[config.mk]
export PLATFORM = sky130hd
export DESIGN_NAME = scoreboard_ctrl
export DESIGN_NICKNAME = d
export VERILOG_FILES = /design/src/rtl/scoreboard_ctrl_pkg.sv /design/src/rtl/scoreboard_ctrl_hazard_check.sv /design/src/rtl/scoreboard_ctrl.sv
export SDC_FILE = /design/constraint.sdc
export NUM_CORES = 1
export LEC_CHECK = 0
export BUFFER_PORTS_ARGS = -buffer_cell sky130_fd_sc_hd__buf_4
export CAP_MARGIN = 20
export CORE_ASPECT_RATIO = 0.75
export CORE_MARGIN = 1.5
export CORE_UTILIZATION = 30
export DETAILED_ROUTE_END_ITERATION = 10
export SETUP_SLACK_MARGIN = 0.2
export SLEW_MARGIN = 20
export SYNTH_ARGS = -nofsm -noshare
export SYNTH_HDL_FRONTEND = slang
export SYNTH_SLANG_ARGS = --single-unit
[constraint.sdc]
create_clock -name clk -period 3.9 [get_ports clk]
set_clock_uncertainty 0.15 [all_clocks]
set_input_delay 0.78 -clock clk [delete_from_list [all_inputs] [get_ports clk]]
set_output_delay 0.78 -clock clk [all_outputs]
set_load 0.05 [all_outputs]
[src/rtl/scoreboard_ctrl_pkg.sv]
// ============================================================================
// scoreboard_ctrl_pkg : shared types and encodings for the issue scoreboard
// Revision: 1.0
// ============================================================================
`default_nettype none

package scoreboard_ctrl_pkg;

  localparam int unsigned NREGS = 32;
  localparam int unsigned CNT_W = 2;

  typedef logic [1:0] class_t;
  localparam class_t CLASS_ALU  = 2'd0;
  localparam class_t CLASS_LOAD = 2'd1;
  localparam class_t CLASS_MD   = 2'd2;
  localparam class_t CLASS_RSVD = 2'd3;

  typedef enum logic [0:0] {
    MD_IDLE = 1'b0,
    MD_BUSY = 1'b1
  } md_state_e;

  typedef struct packed {
    logic       dec_valid;
    logic [4:0] dec_raddr1;
    logic       dec_rden1;
    logic [4:0] dec_raddr2;
    logic       dec_rden2;
    logic [4:0] dec_waddr;
    logic       dec_wren;
    class_t     dec_class;
    logic       flush;
    logic       ld_done;
    logic [4:0] ld_waddr;
    logic       md_done;
    logic [4:0] md_waddr;
  } scoreboard_ctrl_in_type;

  typedef struct packed {
    logic             stall;
    logic             issue;
    logic             md_start;
    logic [NREGS-1:0] busy_mask;
    logic             err;
  } scoreboard_ctrl_out_type;

endpackage

`default_nettype wire

[src/rtl/scoreboard_ctrl_hazard_check.sv]
// ============================================================================
// scoreboard_ctrl_hazard_check : RAW/WAW/structural detection from registered state
// Revision: 1.0
// ============================================================================
`default_nettype none

module scoreboard_ctrl_hazard_check
  import scoreboard_ctrl_pkg::*;
#(
  parameter int unsigned LD_DEPTH = 2
) (
  input  logic [NREGS-1:0] busy_i,
  input  logic [CNT_W-1:0] ld_cnt_i,
  input  md_state_e        md_state_i,
  input  logic [4:0]       raddr1_i,
  input  logic             rden1_i,
  input  logic [4:0]       raddr2_i,
  input  logic             rden2_i,
  input  logic [4:0]       waddr_i,
  input  logic             wren_i,
  input  class_t           class_i,
  output logic             hazard_o
);

  logic raw1, raw2, waw, struct_ld, struct_md;

  // x0 is excluded explicitly so a stray busy[0] can never create a hazard
  assign raw1      = rden1_i & (raddr1_i != 5'd0) & busy_i[raddr1_i];
  assign raw2      = rden2_i & (raddr2_i != 5'd0) & busy_i[raddr2_i];
  assign waw       = wren_i  & (waddr_i  != 5'd0) & busy_i[waddr_i];
  assign struct_ld = (class_i == CLASS_LOAD) & (ld_cnt_i == CNT_W'(LD_DEPTH));
  assign struct_md = (class_i == CLASS_MD) & (md_state_i == MD_BUSY);

  assign hazard_o = raw1 | raw2 | waw | struct_ld | struct_md;

endmodule

`default_nettype wire

[src/rtl/scoreboard_ctrl.sv]
// ============================================================================
// scoreboard_ctrl : long-latency writeback scoreboard and mul/div arbiter
// Revision: 1.0
// ============================================================================
`default_nettype none

module scoreboard_ctrl
  import scoreboard_ctrl_pkg::*;
#(
  parameter int unsigned LD_DEPTH = 2
) (
  input  logic             clk,
  input  logic             rst_n,
  input  logic             dec_valid_i,
  input  logic [4:0]       dec_raddr1_i,
  input  logic [4:0]       dec_raddr2_i,
  input  logic             dec_rden1_i,
  input  logic             dec_rden2_i,
  input  logic [4:0]       dec_waddr_i,
  input  logic             dec_wren_i,
  input  logic [1:0]       dec_class_i,
  input  logic             flush_i,
  input  logic             ld_done_i,
  input  logic [4:0]       ld_waddr_i,
  input  logic             md_done_i,
  input  logic [4:0]       md_waddr_i,
  output logic             stall_o,
  output logic             issue_o,
  output logic             md_start_o,
  output logic [NREGS-1:0] busy_mask_o,
  output logic             err_o
);

  scoreboard_ctrl_in_type  in_s;
  scoreboard_ctrl_out_type out_s;

  logic [NREGS-1:0] busy_q, busy_d;
  logic [CNT_W-1:0] ld_cnt_q, ld_cnt_d;
  md_state_e        md_state_q, md_state_d;
  logic             err_q, err_d;
  logic             hazard, live, ld_issue, md_issue, ld_dec;

  assign in_s = '{dec_valid: dec_valid_i, dec_raddr1: dec_raddr1_i, dec_rden1: dec_rden1_i,
                  dec_raddr2: dec_raddr2_i, dec_rden2: dec_rden2_i, dec_waddr: dec_waddr_i,
                  dec_wren: dec_wren_i, dec_class: dec_class_i, flush: flush_i,
                  ld_done: ld_done_i, ld_waddr: ld_waddr_i, md_done: md_done_i,
                  md_waddr: md_waddr_i};

  scoreboard_ctrl_hazard_check #(.LD_DEPTH(LD_DEPTH)) u_hazard (
    .busy_i     (busy_q),
    .ld_cnt_i   (ld_cnt_q),
    .md_state_i (md_state_q),
    .raddr1_i   (in_s.dec_raddr1),
    .rden1_i    (in_s.dec_rden1),
    .raddr2_i   (in_s.dec_raddr2),
    .rden2_i    (in_s.dec_rden2),
    .waddr_i    (in_s.dec_waddr),
    .wren_i     (in_s.dec_wren),
    .class_i    (in_s.dec_class),
    .hazard_o   (hazard)
  );

  assign live     = in_s.dec_valid & ~in_s.flush;
  assign ld_issue = live & ~hazard & (in_s.dec_class == CLASS_LOAD);
  assign md_issue = live & ~hazard & (in_s.dec_class == CLASS_MD);

  always_comb begin
    busy_d     = busy_q;
    ld_cnt_d   = ld_cnt_q;
    md_state_d = md_state_q;
    err_d      = err_q;
    ld_dec     = 1'b0;

    // Completions to x0 are legal no-ops (loads with rd=x0 still occupy a slot)
    if (in_s.ld_done) begin
      if (ld_cnt_q == '0) begin
        err_d = 1'b1;
      end else begin
        ld_dec = 1'b1;
        if (in_s.ld_waddr != 5'd0) begin
          if (!busy_q[in_s.ld_waddr]) err_d = 1'b1;
          else                        busy_d[in_s.ld_waddr] = 1'b0;
        end
      end
    end

    if (in_s.md_done) begin
      if (md_state_q == MD_IDLE) begin
        err_d = 1'b1;
      end else begin
        md_state_d = MD_IDLE;
        if (in_s.md_waddr != 5'd0) begin
          if (!busy_q[in_s.md_waddr]) err_d = 1'b1;
          else                        busy_d[in_s.md_waddr] = 1'b0;
        end
      end
    end

    ld_cnt_d = ld_cnt_q + CNT_W'(ld_issue) - CNT_W'(ld_dec);
    if (md_issue) md_state_d = MD_BUSY;

    // Applied after the clears so a forced set/clear collision leaves the bit set
    if ((ld_issue | md_issue) & in_s.dec_wren & (in_s.dec_waddr != 5'd0))
      busy_d[in_s.dec_waddr] = 1'b1;
    busy_d[0] = 1'b0;
  end

  always_ff @(posedge clk or negedge rst_n) begin
    if (!rst_n) begin
      busy_q     <= '0;
      ld_cnt_q   <= '0;
      md_state_q <= MD_IDLE;
      err_q      <= 1'b0;
    end else begin
      busy_q     <= busy_d;
      ld_cnt_q   <= ld_cnt_d;
      md_state_q <= md_state_d;
      err_q      <= err_d;
    end
  end

  assign out_s.stall     = live & hazard;
  assign out_s.issue     = live & ~hazard;
  assign out_s.md_start  = md_issue;
  assign out_s.busy_mask = busy_q;
  assign out_s.err       = err_q;

  assign stall_o     = out_s.stall;
  assign issue_o     = out_s.issue;
  assign md_start_o  = out_s.md_start;
  assign busy_mask_o = out_s.busy_mask;
  assign err_o       = out_s.err;

endmodule

`default_nettype wire

==> flow_summary.ini, run 1 <==
[placement]
post_dp_cell_area_mm2 = 0.00450
dp.cells = 625
post-dp-hpwl_um = 12000
place_congestion = 1.03
io_buffer_count = 70

[drt]
wl_um = 16200
drtIter0Drc = 611
post_drt_via_cell_ratio = 6.46
ant_nets = 0
num_vias = 4097
drc_errors = 0
wl_per_cell_um = 25.5
dr.pass1.iters = 5

[timing]
setup-violations-final = 0
hold_violations = 0
tns_ns = 0
rsz0062_at_grt = true
fin_crit_ns = 3.76
max_freq_mhz = 266
finalCritPeriodShare_pct = 96.5
slew_violations = 0
holdWs_ns = 0.307
tightestPinTransition_ns = 0.888
max-slew-margin-rel_pct = 40.3

[setup_path]
path_delay_family = compound AO/OA/AOI/OAI gates
worstPathMaxFanout = 5
slowest_stage = a2111o_1
crit_required_ns = 2.97
startpoint_type = input port
critPathBufInv = 4
crit_type = input port to output pin
arrival_ns = 2.83
end_kind = output pin
path_cells = buf_8 -> buf_6 -> mux2_4 -> a221oi_2 -> nor4_1 -> a221o_1 -> a2111o_1 -> buf_6 -> o21ba_4 -> buf_8
critPathMaxStageDelay_ns = 0.45

[finish]
syn_to_final_growth_pct = 29.3
final-seq-area_um2 = 876
multi_input_area_mm2 = 0.00261
mostFrequentLayoutCells = buf_4 (103), nand2_1 (45), dfrtp_1 (35), o41ai_1 (28), mux2i_1 (27)
final_common_cell = buf_4
fin_nets = 510
fillers = 1184
final_cells = 634
antenna_cells = 0
layout-drive-gt1-share_pct = 34.1
fin_area_mm2 = 0.00472

[synthesis]
synth_area_per_cell_um2 = 9.34
yosys.area.top_type = dfrtp_1
synth_nets = 429
synth_edf_count = 0
netlist_area_mm2 = 0.00365
ys_seq_elements = 35
async_reset_ff_share_pct = 100
synth_cells = 391
yosysWarnings = 0
synth.distinct_cells = 60
synthFlopType = dfrtp_1
synth-seq-area-share_pct = 24.0
synth_top_area_share_pct = 24.0
synth_area_leaders = dfrtp_1 (24%), mux4_2 (12%), mux2i_1 (7.4%)

[die]
io-pin-count = 72
rows = 34
die_h_um = 98.6
die_w_um = 130
initial_core_util_pct = 31.1
die_area_mm2 = 0.0129
coreArea_mm2 = 0.0117

[power]
p_leak_nw = 1.91
ir_drop_mv = 0.145
p_per_area_mw_per_mm2 = 295

[clock_tree]
ctsLongestPathBuffers = 2
cts_sinks = 35
root_buffer = clkbuf_16
numCtsBuffers = 5
cts_tree = yes
insertion_delay_ns = 0.28
htreeDepth = 2
clkTransAtPathRegs_ns = 0.05

[outcome]
outcome = finished clean

[run]
cap_violations = 0

[grt]
grt_pass1_wl_um = 24100
first_global_vias = 3868
grt_use_total_pct = 25.3
antenna_found_initial = 0
grt_max_degree = 36
grt_overflow = 0

[min_path]
hold_path_class = input port to asynchronous set/reset pin
## synth_stat cells (all sizes together) (5+ instances only)
master and number:
o221ai 25, nand3 16, or3 5, nand2b 9
o21a 7, o41ai 32, mux4 23, nor3 9
o311ai 5, clkbuf 23, buf 12, a21oi 7
o21ai 8, nand2 45, inv 11, mux2i 27
o31ai 5, nor2 15, nand3b 6, dfrtp 35
nor2b 11
## final cells by class
class                   instances  share of cell area, %
flip-flops and latches         35                   18.5
clock buffers                   6                   2.94
repair buffers                109                   18.0
inverters                      11                  0.874
clock inverters                 1                  0.106
multi-input cells             310                   55.3
well taps                     162                   4.29
## layer usage
layer  share of wire [%]  track usage (%)
met5                   0                0
met4                 1.7             4.40
met2                  41             35.1
met1                  42             36.8
met3                  15             10.6
## stage by stage
step                      power, W  worst slack (ns)  utilization (%)
after floorplan           0.000750             0.184                -
after global placement    0.000941           -0.0145             38.4
after detailed placement  0.000945           -0.0789             38.4
after CTS                  0.00135            0.0618             40.0
after global routing       0.00145            0.0416             40.2
final                      0.00139             0.137             40.2
## logic make-up (layout without fill, tap and decap cells)
| family | after synthesis | count (layout) | share of synthesized area (%) |
|---|---|---|---|
| simple gates | 140 | 140 | 19.9 |
| compound gates | 111 | 111 | 25.6 |
| mux | 53 | 53 | 23.0 |
| buf+inv | 46 | 127 | 5.99 |
| flops | 35 | 35 | 24.0 |
| xor+xnor | 3 | 3 | 0.719 |
| fa+ha+maj | 2 | 2 | 0.685 |
| other cells | 1 | 1 | 0.103 |
## final timing paths
path	depth (start not counted)	from	slack (ns)	endpoint
worst min register to register	2	err_o	0.35	err_o
max in group asynchronous	1	rst_n	2.94	busy_mask_o[4]
worst max register to register	11	busy_mask_o[5]	0.36	ld_cnt_q[1]
worst min-delay path	1	rst_n	0.31	busy_mask_o[1]
worst max-delay path	10	dec_raddr2_i[0]	0.14	stall_o
min in group clk	2	err_o	0.35	err_o
## power by group
group / switching (W) / internal [W] / total, W
Sequential: 0.0000531 / 0.000394 / 0.000447
Clock: 0.000153 / 0.000249 / 0.000403
Combinational: 0.000327 / 0.000215 / 0.000543
Total: 0.000534 / 0.000859 / 0.00139
## registers in the layout, indices dropped and copies added (netlist names)
signal,count
busy_mask_o,31
err_o,1
ld_cnt_q,2
md_state_q,1
## repair_timing
action,in CTS,in global routing
resized for setup,11,10
setup endpoints to repair,3,6
setup buffers,2,0
pin swaps,4,7
hold buffers,0,0
(Power assumes the default switching activity.)
==> inputs of run 2 (changes only) <==
--- a/config.mk
+++ b/config.mk
@@ -5,12 +5,13 @@
 export SDC_FILE = /design/constraint.sdc
 export NUM_CORES = 1
 export LEC_CHECK = 0
-export BUFFER_PORTS_ARGS = -buffer_cell sky130_fd_sc_hd__buf_4
 export CAP_MARGIN = 20
 export CORE_ASPECT_RATIO = 0.75
 export CORE_MARGIN = 1.5
-export CORE_UTILIZATION = 30
+export CORE_UTILIZATION = 52
 export DETAILED_ROUTE_END_ITERATION = 10
+export DONT_BUFFER_PORTS = 1
+export PLACE_DENSITY = 0.67
 export SETUP_SLACK_MARGIN = 0.2
 export SLEW_MARGIN = 20
 export SYNTH_ARGS = -nofsm -noshare
==> flow_summary.ini, run 2 (synthesized netlist as in run 1, its figures left out) <==
[die]
die_area_mm2 = 0.00754
initial_core_util_pct = 53.7
die_h_um = 75.6
io-pin-count = 72
rows = 26
die_w_um = 99.8
coreArea_mm2 = 0.00680

[min_path]
hold_path_class = input port to asynchronous set/reset pin

[power]
p_per_area_mw_per_mm2 = 277
p_comb_share_pct = 37.3
ir_drop_mv = 0.125
seq_power_share_pct = 38.3
swShare_pct = 38.6
p_leak_nw = 1.59
fin_total_pwr_w = 0.00114
clkPwrFrac_pct = 24.4
p_int_w = 0.000697
p_sw_w = 0.000439

[finish]
fin_nets = 445
antenna_cells = 0
syn_to_final_growth_pct = 12.1
final_util_pct = 60.2
mostFrequentLayoutCells = nand2_1 (45), buf_4 (40), dfrtp_1 (35), o41ai_1 (28), mux2i_1 (27)
largest_register_ffs = 31
fillers = 599
final_common_cell = nand2_1
layout-drive-gt1-share_pct = 22.1

[setup_path]
worstPathMaxFanout = 12
arrival_ns = 2.70
slowest_stage = mux4_1
startpoint_type = input port
path_cells = mux4_1 -> nor2b_1 -> nor4_1 -> a221o_1 -> a2111o_1 -> buf_12 -> nor3_4 -> buf_12
end_kind = output pin
crit_required_ns = 2.97
cpMostUsedCell = buf_12
crit_type = input port to output pin
critPathMaxStageDelay_ns = 0.53

[drt]
post_drt_via_cell_ratio = 7.94
ant_nets = 0
wl_per_cell_um = 29.8
dr.pass1.iters = 7
wl_um = 14600
num_vias = 3898
drtIter0Drc = 555
drc_errors = 0

[clock_tree]
htreeDepth = 2
ctsLongestPathBuffers = 2
cts_tree = yes
insertion_delay_ns = 0.30
clkTransAtPathRegs_ns = 0.08
cts_sinks = 35
numCtsBuffers = 5
root_buffer = clkbuf_8
cts_hold_buf = 0

[timing]
slew_violations = 0
finalCritPeriodShare_pct = 93.0
max-slew-margin-rel_pct = 51.0
tightestPinTransition_ns = 0.728
setup_slack_ns = 0.272
setup-violations-final = 0
fin_crit_ns = 3.63
tns_ns = 0
hold_violations = 0
rsz0062_at_grt = false
max_freq_mhz = 276

[grt]
antenna_found_initial = 0
grt_overflow = 0
grt_use_total_pct = 38.3
first_global_vias = 3551
grt_max_degree = 36
grt_pass1_wl_um = 21200

[placement]
post-dp-hpwl_um = 10700
io_buffer_count = 0
place_congestion = 0.988
pre_cts_ws_ns = 0.0944

[outcome]
outcome = finished clean

[run]
cap_violations = 0
[run 2: final cells by class]
type                            instances  area, µm²  area share (%)
Clock inverter                          1       5.00           0.122
Clock buffer                            6       82.6            2.02
Timing Repair Buffer                   44        385            9.41
Tap cell                               84        105            2.57
Multi-Input combinational cell        310       2600            63.5
Sequential cell                        35        876            21.4
Inverter                               11       41.3            1.01
[run 2: worst max-delay path, delay by kind of cell]
kind | cells | cell delay, ns
compound gates | 2 | 0.73
mux | 1 | 0.53
buf+inv | 2 | 0.33
simple gates | 3 | 0.32
[run 2: path summary, 6_finish.rpt]
check / cells after the start / from / endpoint / slack [ns]
max in group asynchronous: 0 / rst_n / busy_mask_o[5] / 3.49
max reg2reg: 10 / busy_mask_o[14] / ld_cnt_q[1] / 0.42
min in group clk: 1 / ld_cnt_q[1] / ld_cnt_q[1] / 0.39
max: 8 / dec_raddr2_i[1] / md_start_o / 0.27
min reg2reg: 1 / ld_cnt_q[1] / ld_cnt_q[1] / 0.39
min: 0 / rst_n / busy_mask_o[31] / 0.01
[run 2: power by group through the flow]
stage                     Combinational, W  Sequential [W]  Clock, W
final                             0.000424        0.000435  0.000277
after global routing              0.000440        0.000438  0.000294
after CTS                         0.000398        0.000431  0.000280
after detailed placement          0.000393        0.000438         0
after global placement            0.000391        0.000438         0
after floorplan                   0.000253        0.000498         0
[run 2: per-layer routing]
layer | up-vias | track usage [%] | wire [µm]
met5 | - | 5.77 | 0
met4 | 0 | 13.1 | 421
met3 | 51 | 15.8 | 2460
met2 | 358 | 53.9 | 5960
met1 | 1870 | 52.8 | 5790
li1 | 1619 | - | -
[run 2: repair_timing]
item,CTS,global route
cloned,0,1
buffers inserted,0,2
endpoints found under the setup margin,3,3
gates resized for setup,4,3
[run 2: stage by stage]
step                hold WS (ns)  cells  area [µm²]
floorplan                  0.325    391        3680
global placement           0.335    481        3940
detailed placement         0.335    481        3940
CTS                       0.0137    488        4040
global route             0.00543    491        4100
finish                    0.0128    491        4100
==> inputs of run 3 (changes only) <==
--- a/config.mk
+++ b/config.mk
@@ -7,7 +7,7 @@
 export LEC_CHECK = 0
 export CAP_MARGIN = 20
 export CORE_ASPECT_RATIO = 0.75
-export CORE_MARGIN = 1.5
+export CORE_MARGIN = 4
 export CORE_UTILIZATION = 52
 export DETAILED_ROUTE_END_ITERATION = 10
 export DONT_BUFFER_PORTS = 1
==> flow_summary.ini, run 3 (synthesized netlist as in run 1, its figures left out) <==
[drt]
wl_per_cell_um = 28.1
post_drt_via_cell_ratio = 7.87
ant_nets = 0
wl_um = 13800
drc_errors = 0
drtIter0Drc = 731
num_vias = 3855
dr.pass1.iters = 6

[grt]
grt_pass1_wl_um = 21000
grt_overflow = 0
first_global_vias = 3630
grt_max_degree = 36
antenna_found_initial = 0
grt_use_total_pct = 32.3

[finish]
antenna_cells = 0
mostFrequentLayoutCells = nand2_1 (45), buf_4 (39), dfrtp_1 (35), o41ai_1 (28), mux2i_1 (27)
fin_nets = 444
syn_to_final_growth_pct = 11.7
final_util_pct = 59.8
final_cells = 490
layout-drive-gt1-share_pct = 21.7
fin_area_mm2 = 0.00408
largest_register_ffs = 31
final_common_cell = nand2_1

[die]
die_h_um = 80.6
initial_core_util_pct = 53.5
coreArea_mm2 = 0.00683
io-pin-count = 72
die_w_um = 105
rows = 26
die_area_mm2 = 0.00845

[clock_tree]
ctsLongestPathBuffers = 2
numCtsBuffers = 5
cts_sinks = 35
cts_tree = yes
insertion_delay_ns = 0.30
htreeDepth = 2
clkTransAtPathRegs_ns = 0.08
root_buffer = clkbuf_8

[placement]
post-dp-hpwl_um = 10300
dp.cells = 480
place_congestion = 1.01
post_dp_cell_area_mm2 = 0.00393
io_buffer_count = 0

[setup_path]
timing.rr.start = busy_mask_o[2]
startpoint_type = input port
crit_required_ns = 2.97
worstPathMaxFanout = 12
rr_worst_depth = 11
r2r_setup_slack_ns = 0.41
timing.rr.end = ld_cnt_q[1]
crit_type = input port to output pin
arrival_ns = 2.71
end_kind = output pin

[timing]
finalCritPeriodShare_pct = 93.4
rsz0062_at_grt = true
fin_crit_ns = 3.64
max-slew-margin-rel_pct = 47.2
tns_ns = 0
tightestPinTransition_ns = 0.783
slew_violations = 0
setup-violations-final = 0
max_freq_mhz = 274
hold_violations = 0

[power]
p_per_area_mw_per_mm2 = 278
fin_total_pwr_w = 0.00113
p_leak_nw = 1.58
ir_drop_mv = 0.138

[run]
cap_violations = 0

[outcome]
outcome = finished clean

[min_path]
hold_path_class = input port to asynchronous set/reset pin
-- run 3: cell count changes in the layout (fill, tap and decap cells not counted), sizes merged --
cell	previous run	this run
buf	43	42
-- run 3: cell type report --
cell class                 instances  area, µm²
inverter                          11       41.3
sequential                        35        876
tap                               84        105
clock buffer                       6       82.6
clock inverter                     1       5.00
multi-input combinational        310       2590
fill                             579       2750
timing repair buffer              43        378
-- run 3: worst max path at each step --
| stage | startpoint | endpoint | slack (ns) | cells past startpoint |
|---|---|---|---|---|
| after floorplan | dec_raddr2_i[0] | ld_cnt_q[1] | 0.18 | 13 |
| after global placement | dec_raddr2_i[1] | stall_o | 0.17 | 7 |
| after detailed placement | dec_raddr2_i[0] | ld_cnt_q[1] | 0.07 | 11 |
| after CTS | dec_raddr2_i[1] | issue_o | 0.20 | 8 |
| after global routing | dec_raddr2_i[1] | md_start_o | 0.19 | 8 |
| final | dec_raddr2_i[1] | md_start_o | 0.26 | 8 |
-- run 3: worst max-delay path: stages --
cell and delay (ns):
mux4_1 0.52, nor2b_1 0.13, nor4_1 0.06, a221o_1 0.28
a2111o_1 0.46, buf_12 0.17, nor3_4 0.15, buf_12 0.16
-- run 3: repair_timing --
action                     CTS  global route
setup endpoints to repair    3             4
setup buffers                0             2
hold buffers                 0             0
gates resized for setup      3             5
cloned                       0             1
-- run 3: power by group --
group | switching [W] | internal (W) | total (W)
clock | 0.000142 | 0.000139 | 0.000281
sequential | 0.0000399 | 0.000393 | 0.000433
combinational | 0.000255 | 0.000163 | 0.000419
total | 0.000438 | 0.000696 | 0.00113
-- run 3: layer usage --
layer / GRT usage, % / part of all wire (%) / up-vias
li1: - / - / 1613
met1: 45.8 / 39 / 1837
met2: 46.5 / 42 / 344
met3: 10.5 / 16 / 61
met4: 10.4 / 3.2 / 0
met5: 0 / 0 / -
-- run 3: through the flow --
| stage | worst slack [ns] | hold slack [ns] |
|---|---|---|
| floorplan | 0.184 | 0.325 |
| global placement | 0.170 | 0.335 |
| detailed placement | 0.0726 | 0.335 |
| CTS | 0.202 | 0.0200 |
| global route | 0.185 | 0.0122 |
| finish | 0.256 | 0.0166 |
